===== src/rtl/spm_pkg.sv =====
// Shared definitions for the scratchpad arbiter: FSM state encoding,
// default access latency and the byte size of the scratchpad window.
package spm_pkg;

    typedef enum logic [1:0] {
        ST_IDLE     = 2'd0,
        ST_SPM_WAIT = 2'd1,
        ST_EXT_WAIT = 2'd2,
        ST_RESP     = 2'd3
    } spm_state_e;

    localparam int SPM_LAT_DEF  = 5;
    localparam int ADDR_WID_DEF = 13;

    // Window size in bytes: 2^addr_wid words of 4 bytes. Held at 65 bits so
    // that base + size can be formed for any 64-bit base without wrapping.
    function automatic logic [64:0] win_size(input int addr_wid);
        win_size = 65'd1 << (addr_wid + 2);
    endfunction

    localparam logic [64:0] SPM_WIN_BYTES = win_size(ADDR_WID_DEF);

endpackage


===== src/rtl/rr_arbiter.sv =====
// Round-robin grant over NUM_REQ requesters. Search starts one past the
// last accepted grant; the pointer only moves when the grant is accepted.
module rr_arbiter #(
    parameter int NUM_REQ = 4
) (
    input  logic               clk,
    input  logic               reset,
    input  logic [NUM_REQ-1:0] req_i,
    input  logic               accept_i,
    output logic [NUM_REQ-1:0] grant_o
);

    localparam int IDX_W = (NUM_REQ > 1) ? $clog2(NUM_REQ) : 1;

    logic [IDX_W-1:0] last_q, last_d;

    // Pick the first requester at or after last_q+1, wrapping modulo NUM_REQ.
    always_comb begin
        logic             found;
        logic [IDX_W-1:0] cand;
        // NOTE: every variable written here gets a default first, so no path
        // leaves it unassigned and no latch is inferred.
        grant_o = '0;
        found   = 1'b0;
        cand    = '0;
        for (int k = 1; k <= NUM_REQ; k++) begin
            cand = IDX_W'((int'(last_q) + k) % NUM_REQ);
            if (!found && req_i[cand]) begin
                grant_o[cand] = 1'b1;
                found         = 1'b1;
            end
        end
    end

    // Remember the index of the accepted grant.
    always_comb begin
        last_d = last_q;
        if (accept_i) begin
            for (int i = 0; i < NUM_REQ; i++) begin
                if (grant_o[i]) last_d = IDX_W'(i);
            end
        end
    end

    // Pointer register; reset value makes the first grant go to index 0.
    always_ff @(posedge clk or posedge reset) begin
        // NOTE: sequential state uses non-blocking assignments so every
        // register samples pre-edge values regardless of process order.
        if (reset) last_q <= IDX_W'(NUM_REQ - 1);
        else       last_q <= last_d;
    end

endmodule


===== src/rtl/spm_arbiter.sv =====
// Arbitrates NUM_REQ kernel requesters onto one scratchpad port. Byte
// addresses inside [window_base, window_base + window size) go to the
// scratchpad; others go to the external port when SPM_ARB_EXT_EN is
// defined, or complete at once with zero data and req_err otherwise.
module spm_arbiter
    import spm_pkg::*;
#(
    parameter int NUM_REQ  = 4,
    parameter int ADDR_WID = 13,
    parameter int DATA_WID = 32,
    parameter int SPM_LAT  = SPM_LAT_DEF
) (
    input  logic                        clk,
    input  logic                        reset,
    input  logic [NUM_REQ-1:0]          req_valid,
    input  logic [NUM_REQ-1:0]          req_we,
    input  logic [NUM_REQ*64-1:0]       req_addr,
    input  logic [NUM_REQ*DATA_WID-1:0] req_wdata,
    output logic [NUM_REQ-1:0]          req_ready,
    output logic [DATA_WID-1:0]         rsp_rdata,
    input  logic [63:0]                 window_base,
    output logic                        spm_ce,
    output logic                        spm_we,
    output logic [ADDR_WID-1:0]         spm_addr,
    output logic [DATA_WID-1:0]         spm_d,
    input  logic [DATA_WID-1:0]         spm_q,
`ifdef SPM_ARB_EXT_EN
    output logic                        ext_rd_en,
    output logic                        ext_wr_en,
    output logic [63:0]                 ext_addr,
    output logic [DATA_WID-1:0]         ext_wdata,
    input  logic [DATA_WID-1:0]         ext_rdata,
    input  logic                        ext_ready,
`endif
    output logic                        busy
`ifndef SPM_ARB_EXT_EN
   ,output logic                        req_err
`endif
);

    localparam int          CNT_W = $clog2(SPM_LAT + 1);
    localparam logic [64:0] WIN   = win_size(ADDR_WID);

    spm_state_e state_q, state_d;

    logic [NUM_REQ-1:0]  gnt_oh, gnt_q, gnt_d;
    logic                we_q, we_d;
    logic [ADDR_WID-1:0] word_q, word_d;
    logic [DATA_WID-1:0] wdata_q, wdata_d;
    logic [DATA_WID-1:0] rdata_q, rdata_d;
    logic [CNT_W-1:0]    cnt_q, cnt_d;
`ifdef SPM_ARB_EXT_EN
    logic [63:0]         eaddr_q, eaddr_d;
`else
    logic                oow_q, oow_d;
`endif

    logic                accept;
    logic                sel_we;
    logic [63:0]         sel_addr;
    logic [DATA_WID-1:0] sel_wdata;
    logic                sel_in_win;
    logic [ADDR_WID-1:0] sel_word;

    assign accept = (state_q == ST_IDLE) && (|req_valid);

    rr_arbiter #(.NUM_REQ(NUM_REQ)) u_rr (
        .clk     (clk),
        .reset   (reset),
        .req_i   (req_valid),
        .accept_i(accept),
        .grant_o (gnt_oh)
    );

    // Select the granted requester's payload and classify its address.
    always_comb begin
        sel_we    = 1'b0;
        sel_addr  = '0;
        sel_wdata = '0;
        for (int i = 0; i < NUM_REQ; i++) begin
            if (gnt_oh[i]) begin
                sel_we    |= req_we[i];
                sel_addr  |= req_addr[i*64 +: 64];
                sel_wdata |= req_wdata[i*DATA_WID +: DATA_WID];
            end
        end
        sel_in_win = ({1'b0, sel_addr} >= {1'b0, window_base}) &&
                     ({1'b0, sel_addr} <  {1'b0, window_base} + WIN);
        sel_word   = ADDR_WID'((sel_addr - window_base) >> 2);
    end

    // State register.
    always_ff @(posedge clk or posedge reset) begin
        if (reset) state_q <= ST_IDLE;
        else       state_q <= state_d;
    end

    // Next-state logic.
    always_comb begin
        state_d = state_q;
        case (state_q)
            ST_IDLE: begin
                if (|req_valid) begin
`ifdef SPM_ARB_EXT_EN
                    state_d = sel_in_win ? ST_SPM_WAIT : ST_EXT_WAIT;
`else
                    state_d = sel_in_win ? ST_SPM_WAIT : ST_RESP;
`endif
                end
            end
            ST_SPM_WAIT: if (cnt_q == '0) state_d = ST_RESP;
`ifdef SPM_ARB_EXT_EN
            ST_EXT_WAIT: if (ext_ready) state_d = ST_RESP;
`endif
            ST_RESP:     state_d = ST_IDLE;
            default:     state_d = ST_IDLE;
        endcase
    end

    // Transaction registers: latch payload at grant, count latency, capture data.
    always_comb begin
        gnt_d   = gnt_q;
        we_d    = we_q;
        word_d  = word_q;
        wdata_d = wdata_q;
        rdata_d = rdata_q;
        cnt_d   = cnt_q;
`ifdef SPM_ARB_EXT_EN
        eaddr_d = eaddr_q;
`else
        oow_d   = oow_q;
`endif
        case (state_q)
            ST_IDLE: begin
                if (accept) begin
                    gnt_d   = gnt_oh;
                    we_d    = sel_we;
                    word_d  = sel_word;
                    wdata_d = sel_wdata;
                    rdata_d = '0;
                    cnt_d   = CNT_W'(SPM_LAT - 1);
`ifdef SPM_ARB_EXT_EN
                    eaddr_d = sel_addr;
`else
                    oow_d   = !sel_in_win;
`endif
                end
            end
            ST_SPM_WAIT: begin
                if (cnt_q != '0) cnt_d = cnt_q - CNT_W'(1);
                else if (!we_q)  rdata_d = spm_q;
            end
`ifdef SPM_ARB_EXT_EN
            ST_EXT_WAIT: if (ext_ready && !we_q) rdata_d = ext_rdata;
`endif
            default: ;
        endcase
    end

    // Transaction register bank.
    always_ff @(posedge clk or posedge reset) begin
        if (reset) begin
            gnt_q   <= '0;
            we_q    <= 1'b0;
            word_q  <= '0;
            wdata_q <= '0;
            rdata_q <= '0;
            cnt_q   <= '0;
`ifdef SPM_ARB_EXT_EN
            eaddr_q <= '0;
`else
            oow_q   <= 1'b0;
`endif
        end else begin
            gnt_q   <= gnt_d;
            we_q    <= we_d;
            word_q  <= word_d;
            wdata_q <= wdata_d;
            rdata_q <= rdata_d;
            cnt_q   <= cnt_d;
`ifdef SPM_ARB_EXT_EN
            eaddr_q <= eaddr_d;
`else
            oow_q   <= oow_d;
`endif
        end
    end

    // Outputs decoded from state; data buses are zero whenever idle.
    always_comb begin
        busy      = (state_q != ST_IDLE);
        spm_ce    = (state_q == ST_SPM_WAIT) && (cnt_q == CNT_W'(SPM_LAT - 1));
        spm_we    = spm_ce && we_q;
        spm_addr  = spm_ce ? word_q  : '0;
        spm_d     = spm_we ? wdata_q : '0;
        req_ready = (state_q == ST_RESP) ? gnt_q   : '0;
        rsp_rdata = (state_q == ST_RESP) ? rdata_q : '0;
`ifdef SPM_ARB_EXT_EN
        ext_rd_en = (state_q == ST_EXT_WAIT) && !we_q;
        ext_wr_en = (state_q == ST_EXT_WAIT) &&  we_q;
        ext_addr  = (state_q == ST_EXT_WAIT) ? eaddr_q : '0;
        ext_wdata = ext_wr_en ? wdata_q : '0;
`else
        req_err   = (state_q == ST_RESP) && oow_q;
`endif
    end

endmodule

===== config.mk =====
export PLATFORM = sky130hd
export DESIGN_NAME = spm_arbiter
export DESIGN_NICKNAME = d
export VERILOG_FILES = /design/src/rtl/spm_pkg.sv /design/src/rtl/rr_arbiter.sv /design/src/rtl/spm_arbiter.sv
export SDC_FILE = /design/constraint.sdc
export NUM_CORES = 1
export LEC_CHECK = 0
export ABC_AREA = 0
export CORE_AREA = 4 4 221 223
export CTS_BUF_LIST = sky130_fd_sc_hd__clkbuf_8
export CTS_CLUSTER_DIAMETER = 30
export DETAILED_ROUTE_END_ITERATION = 8
export DIE_AREA = 0 0 225 227
export HOLD_SLACK_MARGIN = 0.06
export MAX_ROUTING_LAYER = met4
export SYNTH_ARGS = -nofsm -noshare
export SYNTH_HDL_FRONTEND = slang
export SYNTH_SLANG_ARGS = --single-unit

===== constraint.sdc =====
create_clock -name clk -period 5.8 [get_ports clk]
set_clock_uncertainty 0.1 [all_clocks]
set_input_delay 1.16 -clock clk [delete_from_list [all_inputs] [get_ports clk]]
set_output_delay 1.16 -clock clk [all_outputs]
set_load 0.005 [all_outputs]

# [Yosys cells after proc, flatten, opt, wreduce, memory -nomap -nowiden]
# Index checks and enable logic that the tools add are counted.
[op_classes] muxes=54 n_eq_ne=9 n_lt_le_gt_ge=10 n_reduce_logical=28 addsub=7 bitwise_logic=12
[op_table] operator="$mux W32" n=9
[op_table] operator="$mux W64" n=4
[op_table] operator="$or A64 B64 Y64" n=3
[op_table] operator="$or A32 B32 Y32" n=3
[op_table] operator="$add A64 B16 Y65 const B" n=1
[op_table] operator="$lt A64 B65 Y1" n=1
[op_table] operator="$ge A64 B64 Y1" n=1
[op_table] operator="$pmux W32 S2" n=1
[op_table] operator="$mux W4" n=5
[op_table] operator="$mux W1" n=15
[op_table] operator="$sub A15 B15 Y15" n=1
[op_table] operator="$mux W2" n=7
[op_table] operator="$mux W13" n=1
[op_table] operator="$logic_and A1 B1 Y1" n=12
[op_table] operator="$lt A2 B3 Y1 const B" n=4
[op_table] operator="$or A4 B4 Y4" n=3
[op_table] operator="$ne A2 B2 Y1 const B" n=5
[op_table] operator="$bmux W1 S2" n=4
[op_table] operator="$demux W1 S2" n=4
[op_table] operator="$ge A2 B1 Y1 const B" n=4
[op_table] operator="$mux W3" n=2
[op_table] operator="$pmux W3 S2" n=1
[op_table] operator="$reduce_and A2 Y1" n=3
[op_table] operator="$add A2 B1 Y2 const B" n=2
[op_table] operator="17 further kinds" n=24
[totals] wordCells=129 register_bits=90 out_inout_bits=85

# [Depth between registers and ports, before layout]
# Gate-level depths: netlist of run 1.
[logic_depth] ltp_word=25 mapped_depth=20 depth_no_buf=16

# [By module]
# From an unflattened synthesis of run 1, not the netlist that was laid out.
[hier_totals] hier_cells=1313 area_unflattened_um2=10099.7
[modules_own_cells] module="spm_arbiter" area_per_inst_um2=9663.0 seq_area_each_um2=2202.1 cells_each=1269 instances=1
[modules_own_cells] module="rr_arbiter" area_per_inst_um2=436.7 seq_area_each_um2=52.6 cells_each=44 instances=1

# [Worst setup path before layout of run 1]
# No wires, ideal clock.
[synth_path] path_type="in2reg" startpoint="input port req_valid[1]" endpoint="register state_q[1]" arrival_ns=4.634 setup_slack_ns=0.979 t_required_ns=5.613 setup_time_ns=0.087 path_stages=16 path_cell_list="mux4_2 nor2b_4 a22o_1 a221o_1 buf_2 buf_2 a22o_1 a221o_1 ha_1 a21o_1 a21o_1 a2111oi_0 o211ai_1 a211oi_1 nand3_1 o211ai_1"
[synth_via] elab_chain_len=24
[synth_lines] element="from (decl)" line_no="spm_arbiter.sv:15" source="input logic [NUM_REQ-1:0] req_valid,"
[synth_lines] element="$bmux W1 S2" line_no="rr_arbiter.sv:28" source="if (!found && req_i[cand]) begin"
[synth_lines] element="$mux W1 (not written as such)" line_no="rr_arbiter.sv:28"
[synth_lines] element="$mux W1" line_no="rr_arbiter.sv:28"
[synth_lines] element="$logic_not A1 Y1" line_no="rr_arbiter.sv:28"
[synth_lines] element="$logic_and A1 B1 Y1" line_no="rr_arbiter.sv:28"
[synth_lines] element="$mux W1" line_no="rr_arbiter.sv:28"
[synth_lines] element="$logic_not A1 Y1" line_no="rr_arbiter.sv:28"
[synth_lines] element="$logic_and A1 B1 Y1" line_no="rr_arbiter.sv:28"
[synth_lines] element="[... 8 more ...]"
[synth_lines] element="$mux W64" line_no="spm_arbiter.sv:81" source="if (gnt_oh[i]) begin"
[synth_lines] element="$or A64 B64 Y64" line_no="spm_arbiter.sv:83" source="sel_addr |= req_addr[i*64 +: 64];"
[synth_lines] element="$mux W64" line_no="spm_arbiter.sv:81"
[synth_lines] element="$lt A64 B65 Y1 / $ge A64 B64 Y1 (equally long branches)" line_no="spm_arbiter.sv:88, spm_arbiter.sv:87"
[synth_lines] element="$logic_and A1 B1 Y1" line_no="spm_arbiter.sv:87" source="sel_in_win = ({1'b0, sel_addr} >= {1'b0, window_base}) &&"
[synth_lines] element="$mux W2" line_no="spm_arbiter.sv:107" source="state_d = sel_in_win ? ST_SPM_WAIT : ST_RESP;"
[synth_lines] element="$mux W2" line_no="spm_arbiter.sv:103" source="if (|req_valid) begin"
[synth_lines] element="$pmux W2 S2" line_no="spm_arbiter.sv:101" source="case (state_q)"
[synth_lines] element="to (signal assigned)" line_no="spm_arbiter.sv:95" source="else state_q <= state_d;"
[synth_lines] element="to (decl)" line_no="spm_arbiter.sv:44" source="spm_state_e state_q, state_d;"
# Parallel ways exist; a longest one is shown, timed or not. The select of a mux whose other input is x is not followed.
# A chain may end at the register's enable or synchronous reset.

# [Final worst setup path of run 1]
[layout_path] startpoint="input port req_valid[0]" endpoint="register state_q[1]"
# Same word-level chain as after synthesis.

==> results of run 1 <==
state kept, by name, summed over array words and instances (netlist names):
| name | cells |
|---|---|
| we_q | 1 |
| state_q | 2 |
| cnt_q | 3 |
| word_q | 13 |
| u_rr.last_q | 2 |
| wdata_q | 32 |
| rdata_q | 32 |
| gnt_q | 4 |
| oow_q | 1 |
Yosys cell counts (all sizes together) (5+ instances only):
library cell	instances
clkbuf	52
a221oi	38
nor2b	6
nor3	12
dfrtp	88
or3	5
nand3	61
a31oi	37
inv	76
o21a	5
and2	16
o21ai	35
o211ai	6
a21o	18
o31ai	5
and3	78
a211oi	6
a22o	68
ha	122
a22oi	31
nand2	177
xnor2	49
nand2b	8
nand4	31
a21oi	49
and4	8
buf	37
nor2	62
nor4	7
a221o	65
cell type report:
type	count	area, µm²
Clock buffer	9	123.9
Fill cell	4859	29400
Multi-Input combinational cell	1045	7432
Timing Repair Buffer	626	6161
Tap cell	607	759.5
Sequential cell	90	2255
Antenna cell	16	40.04
Clock inverter	7	92.59
Inverter	76	287.8
cells by family after synthesis:
logic type,after synthesis
and+or+nand+nor,489
xor gates and xnor gates,52
DFF,90
AOI/OAI and AO/OA,380
muxes,2
buffers and inverters,165
adders and majority gates,122
per-stage QoR:
| stage | util, % | cell area [µm²] | std cells | power, mW |
|---|---|---|---|---|
| detailed placement | 36.26 | 16880 | 2444 | 8.943 |
| global placement | 36.26 | 16880 | 2444 | 8.805 |
| floorplan | - | 10380 | 1300 | 6.227 |
| CTS | 36.73 | 17100 | 2460 | 9.481 |
| global route | 36.84 | 17150 | 2476 | 10.33 |
| finish | 36.84 | 17150 | 2476 | 9.402 |
power by group:
group          leakage, nW  total [mW]  switching, mW  internal (mW)
clock network        0.110       0.486          0.275          0.211
logic                 6.21        7.74           4.38           3.37
registers             1.10        1.17          0.213          0.958
tightest hold or removal path, stage by stage, from the launching register on:
cell and delay [ps]:
dfrtp_1 350, nand2_1 50, nand2_1 50
metal layers:
layer / global-route usage (%) / routed length (µm) / up-vias
li1: - / - / 6052
met1: 23.56 / 21960 / 6084
met2: 42.37 / 31530 / 534
met3: 4.797 / 3903 / 59
met4: 6.601 / 1550 / 0
met5: - / 0 / -
timing repair:
| action | in CTS | in global routing |
|---|---|---|
| hold buffers | 0 | 0 |
| setup buffers | 0 | 0 |
| gates resized for setup | 0 | 5 |
| hold endpoints to repair | 0 | 0 |
| setup endpoints to repair | 0 | 2 |
worst paths after layout:
kind	end	startpoint	cells after the start	slack [ps]
min in group asynchronous	wdata_q[11]$_DFFE_PP0P_	reset	2	1190
max	state_q[1]$_DFFE_PP0P_	req_valid[0]	17	260
max in group asynchronous	u_rr.last_q[1]$_DFFE_PP1P_	reset	3	3420
min	rdata_q[2]$_DFFE_PP0P_	rdata_q[2]$_DFFE_PP0P_	2	370
min reg2reg	rdata_q[2]$_DFFE_PP0P_	rdata_q[2]$_DFFE_PP0P_	2	370
max reg2reg	state_q[1]$_DFFE_PP0P_	u_rr.last_q[0]$_DFFE_PP1P_	19	490
==> results.py, run 1 <==
metrics = {
    "route": {
        "drc": 0,
        "drt-total-wl_um": 58950,
        "vias": 12730,
        "wl_per_cell_um": 23.81,
        "vias_per_cell": 5.141,
        "postRouteAntennaNets": 0,
        "drtIter0Drc": 729,
        "dr.pass1.iters": 5,
    },
    "floorplan": {
        "die_w_um": 225,
        "rows": 79,
        "die-area_um2": 51080,
        "initial_core_util_pct": 22.29,
        "die_h_um": 227,
        "core_um2": 46560,
        "pin_count": 575,
    },
    "cts": {
        "cts_sinks": 90,
        "root_buffer": "clkbuf_8",
        "tritoncts": "done",
        "cts.path.max_buffers": 2,
        "clk_pin_slew_ps": 110,
        "clk_latency_ps": 400,
        "cts_max_level": 3,
        "numCtsBuffers": 9,
    },
    "timing": {
        "hold_slack_ps": 367.3,
        "setup_tns_ps": 0,
        "finalCritPeriodShare_pct": 95.49,
        "fin_crit_ps": 5538,
        "max_freq_mhz": 180.6,
        "setup_viol": 0,
        "rsz0062_at_grt": "false",
        "finalHoldViolations": 0,
        "fin_ws_ps": 261.6,
        "tightest_slew_ps": 1110,
        "drv_slew": 0,
        "slew_headroom_pct": 26.03,
    },
    "power": {
        "powerDensity_nw_per_um2": 548.2,
        "leakage_nw": 7.419,
        "vdd_ir_drop_max_mv": 0.2939,
    },
    "grt": {
        "grt_pass1_vias": 13390,
        "antenna_found_initial": 19,
        "grt_usage_pct": 22.49,
        "grt_max_degree": 61,
        "grt_first_pass_wirelength_um": 84180,
        "globalRouteOverflowTotal": 0,
    },
    "synthesis": {
        "synthMuxAreaShare_pct": 0.4340,
        "synth_area_um2": 10380,
        "synthFlopType": "dfrtp_1",
        "synth-simple-area-share_pct": 23.37,
        "synth_area_leader_cell": "dfrtp_1",
        "synth-compound-area-share_pct": 28.20,
        "synth_area_leaders": "dfrtp_1 (21%), ha_1 (15%), nand2_1 (6.4%), a221o_1 (6.3%), a22o_1 (5.7%)",
        "yosys.area_share.xor_xnor_pct": 4.389,
        "synth_fp_nets": 1912,
        "synth_top_area_share_pct": 21.22,
        "ys_async_sr_fraction_pct": 100.0,
        "ys_ff_latch": 90,
        "synth_edf_count": 0,
        "synth_top_family_by_area": "compound AO/OA/AOI/OAI gates",
        "syn_inst": 1300,
        "yosysWarnings": 0,
        "ys_seq_area_share_pct": 21.73,
        "ys_types": 61,
        "synth.avg_cell_area_um2": 7.983,
        "synthAdderAreaFrac_pct": 14.71,
    },
    "worst_setup_path": {
        "crit_chain": "clkdlybuf4s50_1 -> mux4_2 -> nor2b_4 -> a222oi_1 -> buf_4 -> nand2_4 -> buf_12 -> a221o_1 -> ha_1 -> nor4_1 -> o21ai_0 -> o21ai_0 -> buf_4 -> nand2_1 -> or3_1 -> o21ai_0 -> o211ai_1",
        "crit_top_cell": "o21ai_0",
        "end_kind": "flop",
        "startpoint_type": "input pin",
        "cp_slowest_cell": "mux4_2",
        "cp_max_fo": 14,
        "crit_arrival_ps": 5720,
        "critPathTopFamily": "compound AO/OA/AOI/OAI gates",
        "worst-path-buf-inv": 4,
        "slowest_delay_ps": 540,
        "path_class": "in -> reg",
        "worstPathRequired_ps": 5990,
    },
    "layout": {
        "final_common_cell": "clkdlybuf4s50_1",
        "mostFrequentLayoutCells": "clkdlybuf4s50_1 (574), nand2_1 (176), ha_1 (122)",
        "syn_to_final_growth_pct": 65.28,
        "layout-drive-gt1-share_pct": 4.749,
        "fin_nets": 2460,
    },
    "placed_design": {
        "dp_hpwl_um": 49570,
        "pre_cts_slack_ps": -237.6,
        "port_buffers": 574,
        "gp_congestion": 0.9216,
    },
    "flow_run": {
        "drv_cap": 0,
    },
    "outcome": {
        "outcome": "finished clean",
    },
    "worst_hold_path": {
        "hold_path_class": "reg -> reg",
    },
}
Note: power is estimated with default switching activity, not from simulation.
==> inputs of run 2 (changes only) <==
CORE_AREA = 2 2 226 228   (was 4 4 221 223)
DIE_AREA = 0 0 228 230   (was 0 0 225 227)
==> run 2 against run 1 <==
Sequential power about the same. Largest power group unchanged. Combinational power increased by 0.5%. Wire length decreased by 4.5%. Die area increased by 2.7%. Largest cell class unchanged. Clock power decreased by 4.7%. Non-clock buffer count decreased by 8. Core utilization decreased by 2.3 points. Worst setup slack got worse by 5.3 ps. Sequential cell count unchanged. Critical path type unchanged. Total power about the same. Cell count increased by 2.5%.
==> results.py, run 2 (same netlist as run 1, synthesis figures left out) <==
metrics = {
    "worst_setup_path": {
        "cp_slowest_cell": "clkdlybuf4s50_1",
        "crit_arrival_ps": 5720,
        "r2r-start": "u_rr.last_q[0]$_DFFE_PP1P_",
        "critPathTopFamily": "compound AO/OA/AOI/OAI gates",
        "endpoint": "oow_q$_DFFE_PP0P_",
        "end_kind": "flop",
        "path_class": "in -> reg",
        "worstRegToRegCells": 17,
        "startpoint_type": "input pin",
        "cp_max_fo": 44,
        "slowest_delay_ps": 530,
        "crit_path_start": "req_valid[2]",
        "r2r_end": "oow_q$_DFFE_PP0P_",
        "worst-r2r-setup-slack_ps": 500,
        "worst-path-buf-inv": 3,
        "worstPathRequired_ps": 5970,
        "crit_chain": "clkdlybuf4s50_1 -> mux4_2 -> nor2b_4 -> a22o_1 -> a211o_2 -> buf_12 -> buf_4 -> a22o_1 -> a221o_1 -> ha_1 -> nand4_1 -> nor2_1 -> nand4_1 -> a31oi_1 -> o2111ai_1 -> nand3_1 -> nand3_1",
        "cp_num_cells": 17,
    },
    "timing": {
        "fin_ws_ps": 256.4,
        "max_freq_mhz": 180.4,
        "slew_headroom_pct": 20.21,
        "fin_crit_ps": 5544,
        "rsz0062_at_grt": "false",
        "drv_slew": 0,
        "finalCritPeriodShare_pct": 95.58,
        "setup_viol": 0,
        "hold_slack_ps": 370.9,
        "tightest_slew_ps": 1197,
        "setup_tns_ps": 0,
        "finalHoldViolations": 0,
    },
    "route": {
        "wl_per_cell_um": 22.19,
        "met1_length_um": 21620,
        "met2_wirelength_um": 29190,
        "dr.pass1.iters": 5,
        "drt-total-wl_um": 56290,
        "postRouteAntennaNets": 0,
        "drc": 0,
        "drtIter0Drc": 882,
        "wl_met3_um": 3670,
        "vias_per_cell": 5.029,
        "highest_layer": "met4",
        "vias": 12760,
    },
    "layout": {
        "final_common_cell": "clkdlybuf4s50_1",
        "syn_to_final_growth_pct": 65.83,
        "mostFrequentLayoutCells": "clkdlybuf4s50_1 (574), nand2_1 (176), ha_1 (122)",
        "n_fill_cell": 5215,
        "layout-drive-gt1-share_pct": 4.228,
        "top_regs": "rdata_q: 32 flops, wdata_q: 32 flops, word_q: 13 flops",
        "fin_nets": 2452,
    },
    "cts": {
        "clk_latency_ps": 400,
        "clk_pin_slew_ps": 110,
        "holdBufCountCts": 0,
        "tritoncts": "done",
        "cts.path.max_buffers": 2,
        "root_buffer": "clkbuf_8",
        "cts_max_level": 3,
        "numCtsBuffers": 9,
        "cts_sinks": 90,
    },
    "power": {
        "vdd_ir_drop_max_mv": 0.3497,
        "leakage_nw": 7.386,
        "powerDensity_nw_per_um2": 546.4,
        "power.total_mw": 9.404,
    },
    "grt": {
        "grt_pass1_vias": 13260,
        "grt_usage_pct": 21.31,
        "globalRouteOverflowTotal": 0,
        "grt_max_degree": 59,
        "grt_first_pass_wirelength_um": 82590,
        "antenna_found_initial": 19,
    },
    "worst_hold_path": {
        "hold_path_class": "reg -> reg",
    },
    "floorplan": {
        "initial_core_util_pct": 20.81,
        "die-area_um2": 52440,
        "die_w_um": 228,
        "core_um2": 49860,
        "rows": 82,
        "pin_count": 575,
        "die_h_um": 230,
    },
    "placed_design": {
        "port_buffers": 574,
        "dp_hpwl_um": 47160,
        "pre_cts_slack_ps": -268.4,
        "gp_congestion": 1.019,
    },
    "flow_run": {
        "drv_cap": 0,
    },
    "outcome": {
        "outcome": "finished clean",
    },
}
-- run 2: cell type report --
type	instances	area (µm²)	area share (%)
Sequential cell	90	2255	13.10
Multi-Input combinational cell	1045	7422	43.13
Clock inverter	7	78.83	0.4580
Inverter	76	287.8	1.672
Tap cell	672	840.8	4.886
Timing Repair Buffer	618	6151	35.74
Antenna cell	20	50.05	0.2908
Clock buffer	9	123.9	0.7198
-- run 2: worst min path at each step --
stage	start	endpoint	slack, ps	depth (start not counted)
6_report	rdata_q[2]$_DFFE_PP0P_	rdata_q[2]$_DFFE_PP0P_	370	2
5_1_grt	rdata_q[1]$_DFFE_PP0P_	rdata_q[1]$_DFFE_PP0P_	400	2
4_1_cts	rdata_q[5]$_DFFE_PP0P_	rdata_q[5]$_DFFE_PP0P_	380	2
3_5_place_dp	rdata_q[15]$_DFFE_PP0P_	rdata_q[15]$_DFFE_PP0P_	350	2
3_3_place_gp	rdata_q[0]$_DFFE_PP0P_	rdata_q[0]$_DFFE_PP0P_	340	2
2_1_floorplan	rdata_q[0]$_DFFE_PP0P_	rdata_q[0]$_DFFE_PP0P_	330	2
-- run 2: layer usage --
metal / track usage [%] / up-vias
met5: - / -
li1: - / 6036
met3: 4.601 / 75
met2: 39.66 / 527
met4: 7.047 / 0
met1: 22.23 / 6121
-- run 2: metrics by stage --
| stage | utilization, % | instances | area (µm²) |
|---|---|---|---|
| detailed placement | 34.00 | 2501 | 16950 |
| global route | 34.49 | 2533 | 17200 |
| CTS | 34.41 | 2517 | 17160 |
| finish | 34.51 | 2537 | 17210 |
| global placement | 34.00 | 2501 | 16950 |
| floorplan | - | 1300 | 10380 |
-- run 2: power by group --
| group | internal [mW] | switching [mW] |
|---|---|---|
| registers | 0.958 | 0.207 |
| clock network | 0.172 | 0.291 |
| logic | 3.41 | 4.37 |
| total | 4.54 | 4.87 |
-- run 2: timing repair --
| action | in CTS | in global routing |
|---|---|---|
| setup endpoints to repair | 0 | 2 |
| resized for setup | 0 | 2 |
| buffers inserted | 0 | 0 |
-- run 2: worst min-delay path, cell delays in order, from the launching register on --
cell	delay, ps
dfrtp_1	350
nand2_1	50
nand2_1	50
==> inputs of run 3 (changes only) <==
RECOVER_POWER = 100   (was default)
==> run 3 against run 2 <==
The flow now finishes with violations (capacitance limit, slew limit). Combinational power is essentially flat. Sequential power hardly changed. Worst setup slack got worse by 8.3 ps. Wire length grew 0.23%. Clock power hardly changed. Sequential cell count stayed put. Via count is 0.22% higher. Hold slack got worse by 0.50 ps. Final area decreased by 0.16%. First-iteration DRC count shrank 0.57%. Critical path type unchanged.
==> results.py, run 3 (same netlist as run 1, synthesis figures left out) <==
metrics = {
    "floorplan": {
        "die_h_um": 230,
        "pin_count": 575,
        "rows": 82,
        "die-area_um2": 52440,
        "initial_core_util_pct": 20.81,
        "die_w_um": 228,
        "core_um2": 49860,
    },
    "worst_setup_path": {
        "r2r_end": "oow_q$_DFFE_PP0P_",
        "cp_max_fo": 44,
        "path_class": "in -> reg",
        "endpoint": "oow_q$_DFFE_PP0P_",
        "end_kind": "flop",
        "r2r-start": "u_rr.last_q[0]$_DFFE_PP1P_",
        "worst-r2r-setup-slack_ps": 460,
        "worstPathRequired_ps": 5980,
        "crit_arrival_ps": 5730,
        "worstRegToRegCells": 17,
        "startpoint_type": "input pin",
        "crit_path_start": "req_valid[2]",
    },
    "route": {
        "drt-total-wl_um": 56420,
        "dr.pass1.iters": 4,
        "vias": 12790,
        "vias_per_cell": 5.040,
        "drc": 0,
        "wl_per_cell_um": 22.24,
        "drtIter0Drc": 877,
        "postRouteAntennaNets": 0,
    },
    "placed_design": {
        "dp_hpwl_um": 47160,
        "placed_cell_area_um2": 16950,
        "pre_cts_slack_ps": -268.4,
        "port_buffers": 574,
        "gp_congestion": 1.019,
    },
    "worst_hold_path": {
        "hold_path_startpoint": "rdata_q[2]$_DFFE_PP0P_",
        "hold_path_depth": 2,
        "hold_path_class": "reg -> reg",
    },
    "power": {
        "seq_power_share_pct": 12.5,
        "switching_share_pct": 52.04,
        "vdd_ir_drop_max_mv": 0.3499,
        "power_switching_mw": 4.880,
        "power_frac_clock_pct": 4.9,
        "powerDensity_nw_per_um2": 545.8,
        "p_comb_share_pct": 82.6,
        "leakage_nw": 7.556,
        "p_int_mw": 4.497,
    },
    "layout": {
        "mostFrequentLayoutCells": "clkdlybuf4s50_1 (511), nand2_1 (176), ha_1 (122)",
        "design_area_um2": 17180,
        "layout-drive-gt1-share_pct": 3.902,
        "final_common_cell": "clkdlybuf4s50_1",
        "syn_to_final_growth_pct": 65.57,
        "fin_util_pct": 34.46,
        "multi_input_area_um2": 7422,
        "top_regs": "rdata_q: 32 flops, wdata_q: 32 flops, word_q: 13 flops",
        "layout.area.seq_um2": 2255,
        "fin_nets": 2452,
        "n_fill_cell": 5222,
    },
    "outcome": {
        "violations": "capacitance limit, slew limit",
        "outcome": "finished with violations",
    },
    "timing": {
        "finalHoldViolations": 0,
        "fin_crit_ps": 5552,
        "max_freq_mhz": 180.1,
        "slew_headroom_pct": -87.10,
        "tightest_slew_ps": 2791,
        "rsz0062_at_grt": "false",
        "drv_slew": 200,
        "hold_slack_ps": 370.4,
        "setup_viol": 0,
        "fin_ws_ps": 248.0,
        "finalCritPeriodShare_pct": 95.72,
    },
    "cts": {
        "clk_latency_ps": 400,
        "cts_max_level": 3,
        "cts.path.max_buffers": 2,
        "cts_sinks": 90,
        "tritoncts": "done",
        "holdBufCountCts": 0,
        "numCtsBuffers": 9,
        "clk_pin_slew_ps": 110,
        "root_buffer": "clkbuf_8",
    },
    "grt": {
        "grt_max_degree": 59,
        "grt_first_pass_wirelength_um": 82590,
        "globalRouteOverflowTotal": 0,
        "grt_pass1_vias": 13260,
        "antenna_found_initial": 19,
        "grt_usage_pct": 21.31,
    },
    "flow_run": {
        "drv_cap": 5,
    },
}
==> run 3: metrics by stage <==
stage               TNS, ps  power, mW  cells
floorplan                 0      6.227   1300
detailed placement   -724.4      8.956   2501
finish                    0      9.377   2537
global route              0      10.28   2533
global placement     -295.7      8.863   2501
CTS                       0      9.481   2517
==> run 3: layout make-up <==
| class | count | area share (%) |
|---|---|---|
| multi-input combinational | 1045 | 43.20 |
| timing repair buffer | 618 | 35.65 |
| sequential | 90 | 13.12 |
| tap | 672 | 4.894 |
| inverter | 76 | 1.668 |
| clock buffer | 9 | 0.7209 |
| clock inverter | 7 | 0.4588 |
| antenna | 20 | 0.2913 |
==> run 3: routing by layer <==
| layer | GRT usage (%) | up-vias | wire, µm |
|---|---|---|---|
| met5 | - | - | 0 |
| met4 | 7.047 | 0 | 1843 |
| met3 | 4.601 | 77 | 3674 |
| met2 | 39.66 | 527 | 29210 |
| met1 | 22.23 | 6150 | 21690 |
| li1 | - | 6033 | - |
==> run 3: repair_timing <==
action,in CTS,in global routing
hold endpoints to repair,0,0
setup endpoints to repair,0,2
gates resized for setup,0,2
setup buffers,0,0
==> run 3: power by group through the flow <==
stage          logic [mW]  registers, mW  clock network, mW
6_report             7.75           1.17              0.464
5_1_grt              8.55           1.21              0.517
4_1_cts              7.83           1.16              0.497
3_5_place_dp         7.78           1.18                  0
3_3_place_gp         7.70           1.16                  0
2_1_floorplan        5.14           1.08                  0
==> run 3: worst min path at each step <==
| stage | endpoint | slack, ps |
|---|---|---|
| 2_1_floorplan | rdata_q[0]$_DFFE_PP0P_ | 330 |
| 3_3_place_gp | rdata_q[0]$_DFFE_PP0P_ | 340 |
| 3_5_place_dp | rdata_q[15]$_DFFE_PP0P_ | 350 |
| 4_1_cts | rdata_q[5]$_DFFE_PP0P_ | 380 |
| 5_1_grt | rdata_q[1]$_DFFE_PP0P_ | 400 |
| 6_report | rdata_q[2]$_DFFE_PP0P_ | 370 |
==> run 3: critical path, cell delays in order <==
cell and delay [ps]:
clkdlybuf4s50_1 530, mux4_2 530, nor2b_4 160, a22o_1 200, a211o_2 350, buf_12 170
buf_4 200, a22o_1 240, a221o_1 300, ha_1 420, nand4_1 200, nor2_1 140
nand4_1 240, a31oi_1 420, o2111ai_1 170, nand3_1 140, nand3_1 100
